<file path="src/rtl/cov_pkg.sv">
// Shared definitions for the coverage-sum accumulator and its consumers:
// default output width, partial-popcount sizing and a popcount helper.
package cov_pkg;

    // Width of the coverage sum, also used by the monitor's cov input.
    localparam int COV_W_DEFAULT  = 30;

    // Default chunk size and the resulting partial-count width.
    localparam int CHUNK_DEFAULT  = 16;
    localparam int PART_W_DEFAULT = $clog2(CHUNK_DEFAULT) + 1;

    // Widest chunk the popcount helper can handle.
    localparam int MAX_CHUNK      = 64;

    // Partial-count width for an arbitrary chunk size.
    function automatic int cov_part_w(input int chunk);
        return $clog2(chunk) + 1;
    endfunction

    // Number of set bits in a MAX_CHUNK-bit vector. Narrower callers
    // zero-extend their operand.
    function automatic logic [7:0] cov_popcount(input logic [MAX_CHUNK-1:0] v);
        logic [7:0] cnt;
        cnt = '0;
        for (int i = 0; i < MAX_CHUNK; i++) begin
            cnt = cnt + {7'b0, v[i]};
        end
        return cnt;
    endfunction

endpackage

</file>
<file path="src/rtl/cov_sum_accumulator_if.sv">
// Hit-vector input and coverage-count output bundle of the accumulator.
interface cov_sum_accumulator_if
    import cov_pkg::*;
#(
    parameter int NUM_POINTS = 64,
    parameter int COV_W      = COV_W_DEFAULT
);
    logic                  clear;
    logic                  hit_valid;
    logic [NUM_POINTS-1:0] hit_vec;
    logic [COV_W-1:0]      cov_sum;
    logic                  cov_new;
    logic                  cov_full;

    // Driver side: harness / instrumented DUT.
    modport master (
        output clear, hit_valid, hit_vec,
        input  cov_sum, cov_new, cov_full
    );

    // Accumulator side.
    modport slave (
        input  clear, hit_valid, hit_vec,
        output cov_sum, cov_new, cov_full
    );
endinterface

</file>
<file path="src/rtl/cov_popcount_chunk.sv">
// Registered popcount of one CHUNK-bit slice of the first-hit vector,
// carrying the pipeline valid alongside the partial count.
module cov_popcount_chunk
    import cov_pkg::*;
#(
    parameter int CHUNK  = CHUNK_DEFAULT,
    parameter int PART_W = $clog2(CHUNK) + 1
) (
    input  logic              clock,
    input  logic              reset,
    input  logic              clear,
    input  logic              in_vld,
    input  logic [CHUNK-1:0]  in_bits,
    output logic [PART_W-1:0] part,
    output logic              vld
);

    generate
        if (CHUNK > MAX_CHUNK || CHUNK < 1) begin : g_bad_chunk
            $error("cov_popcount_chunk: CHUNK out of range");
        end
    endgenerate

    logic [MAX_CHUNK-1:0] bits_ext;
    logic [PART_W-1:0]    part_d, part_q;
    logic                 vld_d, vld_q;

    // Zero-extend the slice and compute the next partial count.
    always_comb begin
        bits_ext             = '0;
        bits_ext[CHUNK-1:0]  = in_bits;
        part_d               = PART_W'(cov_popcount(bits_ext));
        vld_d                = in_vld;
        if (clear) begin
            part_d = '0;
            vld_d  = 1'b0;
        end
    end

    // Stage-2 register for this chunk.
    always_ff @(posedge clock) begin
        if (!reset) begin
            part_q <= '0;
            vld_q  <= 1'b0;
        end else begin
            part_q <= part_d;
            vld_q  <= vld_d;
        end
    end

    assign part = part_q;
    assign vld  = vld_q;

endmodule

</file>
<file path="src/rtl/cov_sum_accumulator.sv">
// Three-stage coverage accumulator: sticky seen bitmap and first-hit
// extraction, chunked popcount, then saturating accumulation.
module cov_sum_accumulator
    import cov_pkg::*;
#(
    parameter int NUM_POINTS = 64,
    parameter int CHUNK      = CHUNK_DEFAULT,
    parameter int COV_W      = COV_W_DEFAULT
) (
    input  logic                  clock,
    input  logic                  reset,
    cov_sum_accumulator_if.slave  bus
);

    localparam int NCHUNK = NUM_POINTS / CHUNK;
    localparam int PART_W = cov_part_w(CHUNK);
    localparam int INC_W  = $clog2(NUM_POINTS + 1);

    generate
        if ((NUM_POINTS % CHUNK) != 0) begin : g_bad_chunking
            $error("cov_sum_accumulator: NUM_POINTS must be a multiple of CHUNK");
        end
        if (longint'(NUM_POINTS) >= (64'd1 << COV_W)) begin : g_bad_width
            $error("cov_sum_accumulator: NUM_POINTS must be below 2**COV_W");
        end
    endgenerate

    // Stage 1 state
    logic [NUM_POINTS-1:0] seen_d, seen_q;
    logic [NUM_POINTS-1:0] s1_new_d, s1_new_q;
    logic                  s1_vld_d, s1_vld_q;
    logic                  cov_full_d, cov_full_q;

    // Stage 2 outputs
    logic [PART_W-1:0]     s2_part [NCHUNK];
    logic [NCHUNK-1:0]     s2_vld_vec;
    logic                  s2_vld;

    // Stage 3 state
    logic [INC_W-1:0]      inc;
    logic [COV_W:0]        sum_wide;
    logic [COV_W-1:0]      cov_sum_d, cov_sum_q;
    logic                  cov_new_d, cov_new_q;

    // Stage 1: mark newly seen points; a clear discards the incoming vector.
    always_comb begin
        seen_d   = seen_q;
        s1_new_d = '0;
        s1_vld_d = 1'b0;
        if (bus.clear) begin
            seen_d = '0;
        end else if (bus.hit_valid) begin
            s1_new_d = bus.hit_vec & ~seen_q;
            seen_d   = seen_q | bus.hit_vec;
            s1_vld_d = 1'b1;
        end
        cov_full_d = &seen_d;
    end

    // Stage 1 registers; cov_full tracks seen on the same edge.
    always_ff @(posedge clock) begin
        if (!reset) begin
            seen_q     <= '0;
            s1_new_q   <= '0;
            s1_vld_q   <= 1'b0;
            cov_full_q <= 1'b0;
        end else begin
            seen_q     <= seen_d;
            s1_new_q   <= s1_new_d;
            s1_vld_q   <= s1_vld_d;
            cov_full_q <= cov_full_d;
        end
    end

    // Stage 2: one registered popcount per chunk.
    generate
        for (genvar gi = 0; gi < NCHUNK; gi++) begin : g_chunk
            cov_popcount_chunk #(
                .CHUNK  (CHUNK),
                .PART_W (PART_W)
            ) u_chunk (
                .clock   (clock),
                .reset   (reset),
                .clear   (bus.clear),
                .in_vld  (s1_vld_q),
                .in_bits (s1_new_q[gi*CHUNK +: CHUNK]),
                .part    (s2_part[gi]),
                .vld     (s2_vld_vec[gi])
            );
        end
    endgenerate

    // All chunk valids carry the same stage-1 valid.
    assign s2_vld = &s2_vld_vec;

    // Stage 3: add the partials and accumulate with saturation.
    always_comb begin
        inc = '0;
        for (int k = 0; k < NCHUNK; k++) begin
            inc = inc + INC_W'(s2_part[k]);
        end
        sum_wide  = {1'b0, cov_sum_q} + (COV_W+1)'(inc);
        cov_sum_d = cov_sum_q;
        cov_new_d = 1'b0;
        if (bus.clear) begin
            cov_sum_d = '0;
        end else if (s2_vld && (inc != '0)) begin
            cov_sum_d = sum_wide[COV_W] ? {COV_W{1'b1}} : sum_wide[COV_W-1:0];
            cov_new_d = 1'b1;
        end
    end

    // Stage 3 registers.
    always_ff @(posedge clock) begin
        if (!reset) begin
            cov_sum_q <= '0;
            cov_new_q <= 1'b0;
        end else begin
            cov_sum_q <= cov_sum_d;
            cov_new_q <= cov_new_d;
        end
    end

    assign bus.cov_sum  = cov_sum_q;
    assign bus.cov_new  = cov_new_q;
    assign bus.cov_full = cov_full_q;

endmodule

</file>
<file path="src/flat_wrapper.sv">
// flat-port wrapper written by rule: the top's interface ports become plain ports
module cov_sum_accumulator_flat import cov_pkg::*;
#(
    parameter int NUM_POINTS = 64,
    parameter int CHUNK      = CHUNK_DEFAULT,
    parameter int COV_W      = COV_W_DEFAULT
)
  (clock, reset, bus_clear, bus_hit_valid, bus_hit_vec, bus_cov_sum, bus_cov_new, bus_cov_full);
  cov_sum_accumulator_if #(.NUM_POINTS(NUM_POINTS), .COV_W(COV_W)) bus_i ();
  input  logic clock;
  input  logic reset;
  input wire logic [$bits(bus_i.clear)-1:0] bus_clear;
  input wire logic [$bits(bus_i.hit_valid)-1:0] bus_hit_valid;
  input wire logic [$bits(bus_i.hit_vec)-1:0] bus_hit_vec;
  output wire logic [$bits(bus_i.cov_sum)-1:0] bus_cov_sum;
  output wire logic [$bits(bus_i.cov_new)-1:0] bus_cov_new;
  output wire logic [$bits(bus_i.cov_full)-1:0] bus_cov_full;
  assign bus_i.clear = bus_clear;
  assign bus_i.hit_valid = bus_hit_valid;
  assign bus_i.hit_vec = bus_hit_vec;
  assign bus_cov_sum = bus_i.cov_sum;
  assign bus_cov_new = bus_i.cov_new;
  assign bus_cov_full = bus_i.cov_full;
  cov_sum_accumulator #(.NUM_POINTS(NUM_POINTS), .CHUNK(CHUNK), .COV_W(COV_W)) u_core (.clock(clock), .reset(reset), .bus(bus_i));
endmodule
</file>
<file path="config.mk">
export PLATFORM = sky130hd
export DESIGN_NAME = cov_sum_accumulator_flat
export DESIGN_NICKNAME = d
export VERILOG_FILES = /design/src/rtl/cov_pkg.sv /design/src/rtl/cov_sum_accumulator_if.sv /design/src/rtl/cov_popcount_chunk.sv /design/src/rtl/cov_sum_accumulator.sv /design/src/flat_wrapper.sv
export SDC_FILE = /design/constraint.sdc
export NUM_CORES = 1
export LEC_CHECK = 0
export ABC_CLOCK_PERIOD_IN_PS = 7300
export BUFFER_PORTS_ARGS = -buffer_cell sky130_fd_sc_hd__buf_2
export CELL_PAD_IN_SITES_DETAIL_PLACEMENT = 2
export CELL_PAD_IN_SITES_GLOBAL_PLACEMENT = 2
export CORE_ASPECT_RATIO = 1.75
export CORE_MARGIN = 2
export CORE_UTILIZATION = 35
export DETAILED_ROUTE_END_ITERATION = 7
export PLACE_DENSITY = 0.81
export SYNTH_ARGS = -nofsm -noshare
export SYNTH_HDL_FRONTEND = slang
export SYNTH_SLANG_ARGS = --single-unit
</file>
<file path="constraint.sdc">
create_clock -name clock -period 7.3 [get_ports clock]
set_input_delay 0.365 -clock clock [delete_from_list [all_inputs] [get_ports clock]]
set_output_delay 0.365 -clock clock [all_outputs]
set_load 0.03 [all_outputs]
</file>
---- Word-level counts from Yosys, hierarchy flattened ----
Cells that the tools add are included.
W data, S select, Z words.
word-level totals
  register bits ........................... 182
  input bits .............................. 68
  output and inout port bits .............. 32
  logic and storage cells ................. 90
operators by class
  add/sub/neg operators ................... 64
  mux-type cells .......................... 5
  bitwise logic cells ..................... 5
  reduce and logical (&&, ||, !) cells .... 5
operators by type and width
  cell                 number
  $add A5 B1 Y5        44
  $mux W64             2
  $and A64 B64 Y64     1
  $not A64 Y64         1
  $or A64 B64 Y64      1
  $reduce_and A64 Y1   1
  $add A30 B7 Y31      1
  $mux W30             1
  $add A4 B1 Y5        4
  $add A3 B1 Y4        4
  $add A7 B5 Y7        2
  $add A2 B1 Y3        4
  $add A1 B1 Y2        4
  $reduce_bool A7 Y1   1
  $add A5 B5 Y6        1
  $reduce_or A3 Y1     1
  $mux W1              2
  $not A1 Y1           2
  $reduce_or A2 Y1     1
  $logic_and A1 B1 Y1  1

---- Depth between registers and ports, before layout ----
Gate-level depths: netlist of run 1.
  depth after elaboration ................. 15
  depth in mapped cells ................... 19
  depth with buffers taken out ............ 18

---- Cells and area by module ----
Synthesis of run 1 repeated with hierarchy kept, for this count alone.
second synthesis, totals
  cells, all modules ...................... 934
  area total of the unflattened synthesis .. 8,795.9 um^2
by module, submodules not included
  module               times used  cells an instance  area each (um^2)  sequential area each (um^2)
  cov_sum_accumulator  1           686                6,543.8           3,223.1
  cov_popcount_chunk   4           62                 563.0             120.1

---- Least setup slack after synthesis of run 1 ----
No wires, ideal clock.
  path kind ............................... reg-to-reg
  from .................................... register u_core.g_chunk[1].u_chunk.part_q[0]
  to ...................................... register u_core.cov_sum_q[17] (netlist: u_core.bus.cov_sum[17])
  arrival ................................. 4.245 ns
  data required time ...................... 7.205 ns
  slack ................................... 2.960 ns
  stages on the path, launching flop included .. 19
  buffers on the path ..................... 0
  period minus slack after synthesis ...... 4.340 ns
  cell sequence ........................... dfxtp_1 > ha_1 > fa_1 > inv_1 > fa_1 > inv_1 > ha_1 > inv_1 > fa_1 > nand2b_1 > a21oi_1 > xor2_1 > ha_1 > o21ai_0 > a21oi_1 > nand2_1 > nor3_4 > nor2_1 > a221oi_1
on the way
  cells in the longest elaborated chain, start to end .. 5
  elaborated cells on any way between the ends .. 7
  those cells by class .................... add/sub: 4; mux: 1; reduce/logical: 2
RTL lines
  element                                                       line                                                    text
  start, declared                                               cov_popcount_chunk.sv:25                                logic [PART_W-1:0] part_d, part_q;
  start signal, assigned                                        cov_popcount_chunk.sv:46                                part_q <= part_d;
  $add A5 B5 Y6 *                                               cov_sum_accumulator.sv:100                              inc = inc + INC_W'(s2_part[k]);
  $add A7 B5 Y7 * (2 in a row)                                  cov_sum_accumulator.sv:100
  $add A30 B7 Y31 / $reduce_bool A7 Y1 (equally long branches)  cov_sum_accumulator.sv:102, cov_sum_accumulator.sv:107
  $mux W30 / $logic_and A1 B1 Y1 (equally long branches)        cov_sum_accumulator.sv:108, cov_sum_accumulator.sv:107
  end signal, assigned                                          cov_sum_accumulator.sv:119                              cov_sum_q <= cov_sum_d;
  end, declared                                                 cov_sum_accumulator.sv:42                               logic [COV_W-1:0] cov_sum_d, cov_sum_q;
Mark *: on every way between the ends. The rest lies on a longest branch, timed or not.
A chain may end at the register's enable or synchronous reset.

---- Final worst setup path of run 1 ----
  from .................................... register u_core.g_chunk[1].u_chunk.part_q[0]
  to ...................................... register u_core.cov_sum_q[27] (netlist: u_core.bus.cov_sum[27])
The elaborated chain is that of the path after synthesis.

==> results of run 1 <==
## where the power goes
group          switching [mW]  total [mW]  internal (mW)
Combinational           0.136       0.223         0.0874
Clock                   0.402       0.864          0.462
Sequential             0.0150        1.04           1.02
Total                   0.552        2.12           1.57
## cell usage in the layout, fill, tap and decap left out, drive strengths merged, types with 11 or more instances in the layout
| cell | count |
|---|---|
| fa | 48 |
| nand2 | 28 |
| dfxtp | 182 |
| o21ai | 11 |
| a21oi | 88 |
| ha | 38 |
| nor2 | 97 |
| buf | 105 |
| inv | 102 |
| nor3b | 63 |
| nor4 | 22 |
| nor3 | 16 |
| a211oi | 14 |
| clkbuf | 21 |
## layer usage
| metal | vias up | GRT usage (%) | part of all wire (%) |
|---|---|---|---|
| met3 | 46 | 3.87 | 2.9 |
| met4 | 2 | 9.41 | 3.4 |
| met1 | 3280 | 18.3 | 35 |
| met5 | - | 0 | 0.033 |
| li1 | 3063 | - | - |
| met2 | 116 | 41.3 | 59 |
## cells by family (layout without fill, tap and decap cells)
group | Yosys count | count (layout) | share of synthesized area [%]
and+or+nand+nor | 279 | 279 | 18.4
DFF | 182 | 182 | 44.3
AOI/OAI and AO/OA | 157 | 157 | 11.7
buffers and inverters | 132 | 235 | 6.33
adders and majority gates | 86 | 86 | 17.5
xor gates and xnor gates | 14 | 14 | 1.49
muxes | 2 | 2 | 0.244
## sequential cells by signal, indices dropped and copies added, names as in the netlist
signal and flops:
u_core.g_chunk.u_chunk.vld 1, u_core.seen_q 64, u_core.s1_new_q 64, u_core.bus.cov_full 1
u_core.bus.cov_sum 30, u_core.bus.cov_new 1, u_core.s1_vld_q 1, u_core.g_chunk.u_chunk.part 20
## final cells by class
| class | count | share of cell area, % |
|---|---|---|
| Inverter | 99 | 3.89 |
| Tap cell | 304 | 3.99 |
| Clock inverter | 10 | 0.734 |
| Timing Repair Buffer | 105 | 5.66 |
| Clock buffer | 21 | 4.93 |
| Sequential cell | 182 | 38.2 |
| Multi-Input combinational cell | 538 | 42.6 |
## worst max-delay path, delay by kind of cell (launching register included)
family,cells,cell delay (ns)
buffers and inverters,3,0.18
flip-flops,1,0.32
XOR/XNOR,1,0.29
AO/OA/AOI/OAI,4,1.05
AND/OR/NAND/NOR,4,1.28
adder cells (fa/ha/maj),6,1.94
## metrics by stage
stage	std cells	util (%)	cell area (um2)
after floorplan	852	-	8220
after global placement	1228	38.7	9000
after detailed placement	1228	38.7	9000
after CTS	1259	41.1	9540
after global routing	1259	41.1	9540
final	1259	41.1	9540
## worst paths after layout
check / startpoint / to / depth (start not counted) / slack (ns)
max: u_core.g_chunk[1].u_chunk.part[0] / u_core.bus.cov_sum[27] / 18 / 2.12
min: bus_hit_vec[30] / u_core.seen_q[30] / 3 / 0.19
max reg2reg: u_core.g_chunk[1].u_chunk.part[0] / u_core.bus.cov_sum[27] / 18 / 2.12
min reg2reg: u_core.seen_q[58] / u_core.s1_new_q[58] / 1 / 0.42
## cell usage after synthesis (8+ instances only)
cell type,n
a21o_1,9
nand3_1,10
nor2b_1,10
xor2_1,10
nand2_1,28
nor3_1,15
a31oi_1,8
a311oi_1,10
o21ai_0,10
dfxtp_1,182
inv_1,99
a21oi_1,88
fa_1,48
nor3b_1,63
clkbuf_1,25
nor2_1,97
nor4_1,21
and2_1,8
nand4_1,10
ha_1,38
a211oi_1,14
==> results.py, run 1 <==
metrics = {
    "cts": {
        "htree_levels": 4,
        "cts_tree": "built",
        "cts-root-buf": "clkbuf_16",
        "postCtsSetupBuffers": 0,
        "postCtsResizedCells": 0,
        "clkLatencyLatePin_ns": 0.44,
        "postCtsHoldBufs": 0,
        "cts_made_buffers": 17,
        "clockBufferDepth": 2,
        "clkTransAtPathRegs_ns": 0.07,
        "clock-sinks": 182,
    },
    "synthesis": {
        "synth-edff-count": 0,
        "syn_area_um2": 8220,
        "synth_top_area_share_pct": 44.3,
        "ys_seq_area_share_pct": 44.3,
        "synthArstFlopShare_pct": 0,
        "synth_top_cell_by_area": "dfxtp_1",
        "syn_nets": 1006,
        "synth_ff_type": "dfxtp_1",
        "avgSynthCellArea_um2": 9.65,
        "synth-seq-cells": 182,
        "postSynthCellCount": 852,
        "synthDistinctLibCells": 47,
        "synth_area_leaders": "dfxtp_1 44%, fa_1 12%, ha_1 5.8%",
        "synth_warnings": 0,
    },
    "sta": {
        "hold_viol": 0,
        "period_minus_slack_ns": 5.18,
        "hold_ws_ns": 0.186,
        "period_share_pct": 71.0,
        "max_freq_mhz": 193,
        "max_slew_margin_pct": 42.5,
        "worstMarginPinSlew_ns": 0.863,
        "setup_viol": 0,
        "clock_skew_ns": 0.00844,
        "slew_viol_final": 0,
        "fin_ws_ns": 2.12,
        "setup_tns_ns": 0,
        "rsz0062_at_grt": "no",
    },
    "setup_path": {
        "worstPathRequired_ns": 7.64,
        "cp_cell_sequence": "ha_1, fa_1, inv_1, fa_1, inv_1, ha_1, inv_1, fa_1, nand2b_1, a21oi_1, xor2_1, ha_1, o21ai_0, a21oi_1, nand2_1, nor3_4, nor2_1, a311oi_1",
        "cpPeakStageDelay_ns": 0.53,
        "slowest_stage": "nor3_4",
        "worst-setup-path-type": "flip-flop to flip-flop",
        "critPathArrivalTime_ns": 5.52,
        "critPathCaptureType": "flip-flop",
        "worstSetupStartpointType": "flip-flop",
        "critPathMaxFanout": 9,
    },
    "floorplanning": {
        "fp-row-count": 74,
        "dieArea_um2": 24800,
        "io_pins": 100,
        "dieWidth_um": 120,
        "die_h_um": 207,
        "start_util_pct": 35.4,
        "core_um2": 23200,
    },
    "power_and_ir_drop": {
        "power_density_nw_per_um2": 222,
        "leakagePower_nw": 4.12,
        "max-vdd-ir-drop_mv": 0.152,
        "power_mw": 2.12,
    },
    "drt": {
        "drt-total-wl_um": 23900,
        "ant_nets": 0,
        "num_vias": 6507,
        "dr.pass1.iters": 7,
        "viasPerCell": 5.17,
        "drt_iter0_drc": 197,
        "wire_per_inst_um": 19.0,
        "remaining_drc_errors": 0,
    },
    "final_layout": {
        "drive_above_1_share_pct": 14.7,
        "multiInputGateArea_um2": 4070,
        "seqCellArea_um2": 3640,
        "area_growth_syn_to_layout_pct": 16.1,
        "fin_nets": 1097,
        "fillers": 2560,
        "diodes": 0,
    },
    "worst_hold_path": {
        "min_path_type": "input pin to flip-flop",
    },
    "global_route": {
        "grt_pass1_vias": 7490,
        "gr-total-overflow": 0,
        "grt_max_degree": 73,
        "track_usage_pct": 20.0,
        "grt_pass1_wl_um": 38100,
        "antenna_found_initial": 1,
    },
    "place": {
        "gp_congestion": 0.810,
        "place_ws_ns": 2.11,
        "hpwl_um": 18000,
        "port_buffers": 99,
    },
    "job": {
        "cap_violations": 0,
    },
    "run_status": {
        "status": "finished, final reports clean",
    },
}
No activity file was read; power rests on OpenSTA's default activity.
==> run 2: changes to the inputs <==
--- a/config.mk
+++ b/config.mk
@@ -5,7 +5,7 @@
 export SDC_FILE = /design/constraint.sdc
 export NUM_CORES = 1
 export LEC_CHECK = 0
-export ABC_CLOCK_PERIOD_IN_PS = 7300
+export ABC_CLOCK_PERIOD_IN_PS = 5210
 export BUFFER_PORTS_ARGS = -buffer_cell sky130_fd_sc_hd__buf_2
 export CELL_PAD_IN_SITES_DETAIL_PLACEMENT = 2
 export CELL_PAD_IN_SITES_GLOBAL_PLACEMENT = 2
==> constraint.sdc (replaced) <==
create_clock -name clock -period 5.21 [get_ports clock]
set_input_delay 0.2605 -clock clock [delete_from_list [all_inputs] [get_ports clock]]
set_output_delay 0.2605 -clock clock [all_outputs]
set_load 0.03 [all_outputs]
==> run 2 against run 1 <==
Against the previous run: setup slack got worse by 1.7 ns; register-to-register slack got worse by 1.7 ns; core utilization rose by 0.33 points; highest routed layer unchanged; largest power group unchanged; critical path depth shrank 2; die area unchanged; power rose by 43%; non-clock buffer count rose by 6; cell count up 0.56%.
==> results.py, run 2 (synthesized netlist as in run 1, its figures left out) <==
metrics = {
    "run_status": {
        "status": "finished, final reports clean",
    },
    "final_layout": {
        "drive_above_1_share_pct": 15.4,
        "fillers": 2537,
        "fin_nets": 1103,
        "final_cell_mix": "182 x dfxtp_1, 99 x inv_1, 99 x buf_2",
        "mostFrequentLayoutCell": "dfxtp_1",
        "diodes": 0,
        "area_growth_syn_to_layout_pct": 17.0,
    },
    "global_route": {
        "grt_max_degree": 63,
        "track_usage_pct": 20.6,
        "use_met1_pct": 18.7,
        "gr-total-overflow": 0,
        "grt_pass1_vias": 7617,
        "grtUsageMet3_pct": 3.71,
        "grt_busiest_layer": "met2",
        "grt_util_met2_pct": 44.0,
        "grt_pass1_wl_um": 39300,
        "antenna_found_initial": 2,
    },
    "floorplanning": {
        "start_util_pct": 35.4,
        "dieWidth_um": 120,
        "io_pins": 100,
        "core_um2": 23200,
        "die_h_um": 207,
        "dieArea_um2": 24800,
        "fp-row-count": 74,
    },
    "worst_hold_path": {
        "min_path_type": "input pin to flip-flop",
    },
    "setup_path": {
        "ff2ff_path_depth": 16,
        "critPathMaxFanout": 7,
        "rrSetupSlack_ns": 0.42,
        "worstSetupStartpointType": "flip-flop",
        "setup.worst_path.start": "u_core.g_chunk[1].u_chunk.part[0]",
        "critPathArrivalTime_ns": 5.13,
        "crit_top_cell": "fa_1",
        "critPathCaptureType": "flip-flop",
        "cp-endpoint": "u_core.bus.cov_sum[26]",
        "r2r_end": "u_core.bus.cov_sum[26]",
        "crit_family": "adder cells",
        "cp_cell_sequence": "ha_1, fa_1, xnor2_1, fa_1, fa_1, nand2b_1, a21oi_1, xor2_1, ha_1, o21ai_0, a21oi_1, nand2_1, nor3_4, buf_4, nor3_1, a311oi_1",
        "cpPeakStageDelay_ns": 0.52,
        "worst-setup-path-type": "flip-flop to flip-flop",
        "cp_num_cells": 16,
        "crit-reg2reg-launch": "u_core.g_chunk[1].u_chunk.part[0]",
        "crit_buf_inv": 1,
        "worstPathRequired_ns": 5.55,
        "slowest_stage": "fa_1",
    },
    "sta": {
        "max_slew_margin_pct": 40.5,
        "hold_viol": 0,
        "setup_tns_ns": 0,
        "slew_viol_final": 0,
        "rsz0062_at_grt": "no",
        "max_freq_mhz": 209,
        "clock_skew_ns": 0.0119,
        "period_share_pct": 92.0,
        "period_minus_slack_ns": 4.79,
        "worstMarginPinSlew_ns": 0.893,
        "setup_viol": 0,
    },
    "place": {
        "port_buffers": 99,
        "hpwl_um": 18200,
        "gp_congestion": 0.766,
    },
    "drt": {
        "dr.pass1.iters": 4,
        "drt_iter0_drc": 170,
        "wire_per_inst_um": 19.3,
        "remaining_drc_errors": 0,
        "num_vias": 6542,
        "viasPerCell": 5.17,
        "ant_nets": 0,
        "drt-total-wl_um": 24500,
    },
    "cts": {
        "clkTransAtPathRegs_ns": 0.07,
        "clockBufferDepth": 2,
        "cts_tree": "built",
        "htree_levels": 4,
        "clock-sinks": 182,
        "postCtsSetupBuffers": 0,
        "postCtsResizedCells": 0,
        "clkLatencyLatePin_ns": 0.44,
        "cts-root-buf": "clkbuf_16",
        "cts_made_buffers": 17,
        "postCtsHoldBufs": 0,
    },
    "power_and_ir_drop": {
        "leakagePower_nw": 4.15,
        "power_mw": 3.03,
        "max-vdd-ir-drop_mv": 0.256,
        "power_density_nw_per_um2": 315,
    },
    "job": {
        "cap_violations": 0,
    },
}
[run 2: cell count changes in the layout (fill, tap and decap cells not counted), moves of 2 or more]
cell	previous run	this run
clkinv_4	1	3
clkinv_2	4	0
buf_4	6	12
inv_8	0	3
clkbuf_8	3	1
[run 2: area by class of cell]
type	count	area [um2]	area share (%)
multi-input combinational	538	4070	42.3
sequential	182	3640	37.9
timing repair buffer	111	586	6.09
clock buffer	18	439	4.56
tap	304	380	3.95
inverter	99	372	3.86
clock inverter	14	134	1.39
[run 2: worst min-delay path by stage]
stage / from / endpoint / slack (ns) / cells after the start
detailed placement: u_core.seen_q[0] / u_core.s1_new_q[0] / 0.41 / 1
global placement: u_core.seen_q[14] / u_core.s1_new_q[14] / 0.40 / 1
floorplan: bus_hit_vec[63] / u_core.s1_new_q[63] / 0.39 / 2
global route: bus_hit_vec[23] / u_core.s1_new_q[23] / 0.08 / 2
finish: bus_hit_vec[30] / u_core.seen_q[30] / 0.09 / 3
CTS: bus_hit_vec[24] / u_core.seen_q[24] / 0.06 / 3
[run 2: metrics by stage]
step / instance area (um2) / hold WS (ns) / worst slack [ns] / util (%) / std cells
after floorplan: 8220 / 0.388 / 0.870 / - / 852
after global placement: 9050 / 0.404 / 0.531 / 38.9 / 1234
after detailed placement: 9050 / 0.412 / 0.420 / 38.9 / 1234
after CTS: 9620 / 0.0635 / 0.348 / 41.4 / 1266
after global routing: 9620 / 0.0785 / 0.130 / 41.4 / 1266
final: 9620 / 0.0854 / 0.417 / 41.4 / 1266
[run 2: per-layer routing]
layer  vias up  wire [um]
met5         -         27
met4         4        495
met3        37        617
met2       103      14900
met1      3321       8460
li1       3077          -
[run 2: worst reg2reg max path, cell delays in order (launching register included)]
cell	delay (ns)
dfxtp_1	0.33
ha_1	0.22
fa_1	0.41
xnor2_1	0.28
fa_1	0.52
fa_1	0.48
nand2b_1	0.16
a21oi_1	0.17
xor2_1	0.31
ha_1	0.28
o21ai_0	0.12
a21oi_1	0.20
nand2_1	0.25
nor3_4	0.41
buf_4	0.21
nor3_1	0.06
a311oi_1	0.28
[run 2: where the power goes]
part / internal (mW) / switching, mW
clock: 0.646 / 0.616
sequential: 1.43 / 0.0212
combinational: 0.124 / 0.192
total: 2.20 / 0.829
